### config.mk
export PLATFORM = sky130hd
export DESIGN_NAME = skid_reg16
export DESIGN_NICKNAME = d
export VERILOG_FILES = /design/src/rtl/skid_reg16.sv
export SDC_FILE = /design/constraint.sdc
export NUM_CORES = 1
export LEC_CHECK = 0
export CORE_UTILIZATION = 35
export DETAILED_ROUTE_END_ITERATION = 7
export SLEW_MARGIN = 30
export SYNTH_ARGS = -nofsm -noshare
export SYNTH_HDL_FRONTEND = slang
export SYNTH_SLANG_ARGS = --single-unit
export TNS_END_PERCENT = 100
### constraint.sdc
create_clock -name clk -period 1.93 [get_ports clk]
set_input_delay 0.4825 -clock clk [delete_from_list [all_inputs] [get_ports clk]]
set_output_delay 0.4825 -clock clk [all_outputs]
set_load 0.05 [all_outputs]
### src/rtl/skid_reg16.sv
// Two-entry skid register between an upstream producer and the NOT/ALU stage.
// Define SKID_REG16_INVERT_EN to present the bitwise inverse of the main register on out_data.
module skid_reg16 #(
    parameter int WIDTH = 16
) (
    input  logic             clk,
    input  logic             rst,
    input  logic             flush,
    input  logic [WIDTH-1:0] in_data,
    input  logic             in_valid,
    output logic             in_ready,
    output logic [WIDTH-1:0] out_data,
    output logic             out_valid,
    input  logic             out_ready
);

    typedef enum logic [1:0] {
        EMPTY = 2'd0,
        BUSY  = 2'd1,
        FULL  = 2'd2
    } state_e;

    state_e           state_q, state_d;
    logic [WIDTH-1:0] main_q, main_d;
    logic [WIDTH-1:0] skid_q, skid_d;
    logic             out_valid_q, out_valid_d;
    logic             in_ready_q, in_ready_d;
    logic             in_xfer;
    logic             out_xfer;

    // Handshakes use the registered flags, so out_ready never reaches in_ready combinationally.
    assign in_xfer  = in_valid && in_ready_q;
    assign out_xfer = out_valid_q && out_ready;

    always_comb begin
        state_d = state_q;
        main_d  = main_q;
        skid_d  = skid_q;

        unique case (state_q)
            EMPTY: begin
                if (in_xfer) begin
                    main_d  = in_data;
                    state_d = BUSY;
                end
            end
            BUSY: begin
                if (in_xfer && out_xfer) begin
                    main_d = in_data;
                end else if (in_xfer) begin
                    skid_d  = in_data;
                    state_d = FULL;
                end else if (out_xfer) begin
                    state_d = EMPTY;
                end
            end
            FULL: begin
                if (out_xfer) begin
                    main_d  = skid_q;
                    state_d = BUSY;
                end
            end
            default: state_d = EMPTY;
        endcase

        // Flush wins over any transfer on this edge; stored words stay but are no longer valid.
        if (flush) begin
            state_d = EMPTY;
            main_d  = main_q;
            skid_d  = skid_q;
        end

        out_valid_d = (state_d != EMPTY);
        in_ready_d  = (state_d != FULL);
    end

    // NOTE: sequential state uses non-blocking assignments so every flop samples pre-edge values.
    always_ff @(posedge clk or posedge rst) begin
        if (rst) begin
            state_q     <= EMPTY;
            main_q      <= '0;
            skid_q      <= '0;
            out_valid_q <= 1'b0;
            in_ready_q  <= 1'b1;
        end else begin
            state_q     <= state_d;
            main_q      <= main_d;
            skid_q      <= skid_d;
            out_valid_q <= out_valid_d;
            in_ready_q  <= in_ready_d;
        end
    end

    assign out_valid = out_valid_q;
    assign in_ready  = in_ready_q;

`ifdef SKID_REG16_INVERT_EN
    assign out_data = ~main_q;
`else
    assign out_data = main_q;
`endif

endmodule

### Word level (Yosys, flattened, before mapping)

Cells that the tools add are included.

* bits in registers: 36
* bits in latches: 0
* memory bits (writable): 0
* ROM bits: 0
* bits of input ports: 21
* output and inout port bits: 18
* word-level logic and storage cells: 32
* memories kept: 0

* add/subtract/negate cells: 0
* multiply operators: 0
* divide/modulo/power cells: 0
* magnitude comparators: 0
* eq/ne operators: 6
* shift-type cells: 0
* mux-type cells: 11
* bitwise operators: 2
* reductions and logical operators: 8

Operators by type and width (count)
* $mux W16: 3
* $pmux W16 S3: 1
* $mux W2: 6
* $ne A2 B2 Y1 const B: 4
* $pmux W2 S3: 1
* $reduce_and A5 Y1: 1
* $reduce_and A4 Y1: 1
* $logic_and A1 B1 Y1: 3
* $reduce_bool A3 Y1: 1
* $eq A2 B1 Y1 const B: 1
* $eq A2 B2 Y1 const B: 1
* $logic_not A2 Y1: 1
* $not A1 Y1: 2
* $reduce_bool A2 Y1: 1

### Depth between registers and ports, before layout

Gate-level depths: netlist of the first run.

* depth after elaboration: 7
* gate-level depth with buffers: 5
* mapped depth without buffers: 3

### Least setup slack after synthesis of the first run

OpenSTA, ideal clock, no wires.

* path type: register -> register
* start point: reg out_valid_q, in the netlist out_valid
* end point: reg main_q[0], in the netlist out_data[0]
* library setup time: 0.125 ns
* data arrival time: 1.702 ns
* required time: 1.805 ns
* path slack: 0.102 ns
* cell stages (with the launch flop): 5
* buffers on the path: 1
* period minus slack after synthesis: 1.828 ns
* cell sequence: dfrtp_1 -> nand2_1 -> o32ai_4 -> buf_12 -> mux2_4

* longest elaborated chain between the ends: 4
* elaborated cells on any way between the ends: 5
* those cells by class: eq/ne: 2; reduce/logical: 3

Ends and longest elaborated chain
* start, declared: RTL line 26 `logic out_valid_q, out_valid_d;`
* start signal, assigned: RTL line 89 `out_valid_q <= out_valid_d;`
* $logic_and A1 B1 Y1 *: RTL line 33 `assign out_xfer = out_valid_q && out_ready;`
* $logic_and A1 B1 Y1: RTL line 48 `if (in_xfer && out_xfer) begin`
* $ne A2 B2 Y1 (no source line)
* $reduce_and A5 Y1 (no source line) *
* end signal, assigned: RTL line 87 `main_q <= main_d;`
* end, declared: RTL line 24 `logic [WIDTH-1:0] main_q, main_d;`

Every way passes the cells marked *; elsewhere a longest branch is shown, timed or not.
A chain may end at the register's enable or synchronous reset.

### Worst setup path after layout of the first run

* start point: in flush
* end point: reg main_q[7], in the netlist out_data[7]

* longest elaborated chain between the ends: 2

Ends and longest elaborated chain
* start, declared: RTL line 8 `input logic flush,`
* $not A1 Y1 (no source line)
* $reduce_and A5 Y1 (no source line)

Every way passes these cells.

==> results.yml, run 1 <==
placed_design:
  hpwl_mm: 2.25
  gp_congestion: 0.736
  io_buffers: 38
  dpl_cell_area_um2: 2120
synthesis:
  synth.area.top_cells: "dfrtp_1 53%, mux2_2 26%, mux2_4 9.0%"
  synthDistinctLibCells: 23
  synth_top_area_cell: "dfrtp_1"
  synth_top_area_frac: 0.528
  yosysMostFrequentCell: "mux2_2"
  yosysWarnings: 0
  avgSynthCellArea_um2: 15.7
  ys_seq_area_frac: 0.544
  async_flop_share: 1.00
  synth_edf_count: 0
  synthFlopType: "dfrtp_1"
  netlist_area_um2: 1660
  synth_commonest_cells: "38 x mux2_2, 35 x dfrtp_1, 10 x mux2_4"
  synthCells: 106
  syn-num-nets: 127
  ys_ff_latch: 36
critical_path:
  crit_buf_inv: 2
  crit_path_max_fanout: 16
  critical_path_required_ps: 2100
  slowest_stage: "clkdlybuf4s50_1"
  critPathMaxStageDelay_ps: 530
  cp.arrival_ps: 2010
  cp-end-kind: "flip-flop"
  crit_type: "input port to flip-flop"
  worstPathCellList: "clkdlybuf4s50_1 -> nand4bb_1 -> o32ai_4 -> buf_12 -> mux2_2"
  crit_path_start_kind: "input port"
  cpLargestDelayFamily: "buffers and inverters"
floorplan:
  initial_core_util: 0.373
  chipWidth_um: 70.9
  fp.coreArea_um2: 4440
  ios: 39
  die_h_um: 70.9
  dieArea_um2: 5020
  rows: 24
clock_tree:
  post_cts_buffers: 0
  numCtsBuffers: 5
  clock_latency_ps: 290
  cts_htree_levels: 2
  cts_tree: "done"
  clock-sinks: 36
  hold_buffers: 0
  clockRootBuffer: "clkbuf_8"
  clkSlewWorstSetupHoldPaths_ps: 80
  postCtsResizedCells: 0
  cts_buffer_depth: 2
finish:
  fillers: 381
  fin_util: 0.505
  fin_nets: 176
  final_cell_area_um2: 2240
  seq_area_um2: 902
  multi_input_area_um2: 709
  antenna-diode-count: 0
  syn_to_final_growth_pct: 35.2
  drive_gt1_frac: 0.545
global_route:
  track_usage: 0.147
  antenna_found_initial: 0
  grt_max_degree: 17
  grt_pass1_wl_mm: 5.55
  grt_overflow: 0
  grt_pass1_vias: 1146
timing:
  finalHoldViolations: 0
  fmax_mhz: 544
  maxSlewHeadroom: 0.730
  drv_slew: 0
  fin_crit_sh: 0.953
  whs_ps: 475
  setup_viol: 0
  finalSetupTns_ps: 0
  skew_ps: 7.17
  period_needed_ps: 1840
  worst_slew_pin_slew_ps: 404
  rsz0062_at_grt: "no"
outcome:
  status: "complete, no violations"
power_and_ir_drop:
  p_per_area_nw_per_um2: 1380
  power.leakage_nw: 1.00
  peakVddDrop_mv: 0.561
  total_power_mw: 3.10
detailed_routing:
  routed-via-count: 1024
  dr.pass1.iters: 5
  wire_per_inst_um: 15.2
  drc_errors: 0
  ant_nets: 0
  vias_per_cell: 4.92
  routed_wl_mm: 3.16
  drt_iter0_markers: 18
hold_path:
  hp-class: "input port to asynchronous set/reset pin"
job:
  cap_violations: 0
## cell type report
class / instances / share of cell area
clock buffers: 7 / 0.0429
clock inverters: 1 / 0.0134
inverters: 2 / 0.00335
multi-input cells: 64 / 0.316
flip-flops and latches: 36 / 0.402
well taps: 52 / 0.0290
repair buffers: 46 / 0.193
## state kept, by name, summed over array words and instances, names as in the netlist
register,flops
out_data,16
skid_q,16
state_q,2
in_ready,1
out_valid,1
## power by group
part / leakage [nW] / internal, mW / switching, mW / total (mW)
combinational: 0.503 / 0.526 / 0.645 / 1.17
clock: 0.0645 / 0.456 / 0.267 / 0.722
sequential: 0.432 / 1.05 / 0.159 / 1.21
total: 1.00 / 2.03 / 1.07 / 3.10
## cells in the final DEF, fill, tap and decap left out
master | netlist | final
a211oi_1 | 1 | 1
a21boi_2 | 1 | 1
a21oi_1 | 1 | 1
and4b_1 | 1 | 1
buf_12 | 1 | 3
buf_4 | 0 | 23
bufinv_16 | 0 | 1
clkbuf_8 | 0 | 7
clkdlybuf4s50_1 | 0 | 20
dfrtp_1 | 35 | 35
dfstp_2 | 1 | 1
inv_1 | 2 | 2
mux2_2 | 38 | 38
mux2_4 | 10 | 10
nand2_1 | 3 | 3
nand2b_1 | 1 | 1
nand4bb_1 | 1 | 1
nor2b_1 | 1 | 1
nor3b_1 | 1 | 1
o21ai_0 | 1 | 1
o31ai_1 | 1 | 1
o32ai_4 | 1 | 1
or3_1 | 1 | 1
xor2_1 | 1 | 1
## metrics by stage
stage	setup WS, ps	instances
4_1_cts	89.6	208
6_report	90.2	208
5_1_grt	38.8	208
2_1_floorplan	102	106
3_3_place_gp	-163	200
3_5_place_dp	-223	200
## cell families after synthesis
| kind of cell | count (synthesis) | synth area share |
|---|---|---|
| multiplexers | 48 | 0.348 |
| flip-flops | 36 | 0.544 |
| AND/OR/NAND/NOR | 9 | 0.0355 |
| AO/OA/AOI/OAI | 6 | 0.0385 |
| buffers and inverters | 6 | 0.0287 |
| XOR/XNOR | 1 | 0.00528 |
## final timing paths
kind / cells past startpoint / end / slack (ps) / from
max in group asynchronous: 3 / out_data[5] / 900 / rst
max reg2reg: 4 / out_data[7] / 320 / state_q[0]
max: 5 / out_data[7] / 90 / flush
min: 2 / out_data[12] / 480 / rst
min reg2reg: 1 / skid_q[5] / 500 / skid_q[5]
min in group clk: 1 / skid_q[5] / 500 / skid_q[5]
## worst reg2reg max path, stage by stage (launching register included)
cell      delay [ps]
dfrtp_1          410
nand2b_1         210
o32ai_4          310
buf_12           210
mux2_2           350
## routing by layer
metal,wire length [um],GRT usage,share of wire,up-vias
li1,-,-,-,480
met1,1430,0.176,0.45,504
met2,1480,0.235,0.47,31
met3,183,0.0613,0.058,9
met4,63,0.0578,0.020,0
met5,0,0,0,-
Power figures use the tool's default switching activity.
==> inputs of run 2 (changes only) <==
Settings changed: HOLD_SLACK_MARGIN set to 0.05.
==> results of run 2 <==
Final layout, timing and power as in run 1 (identical DEF).
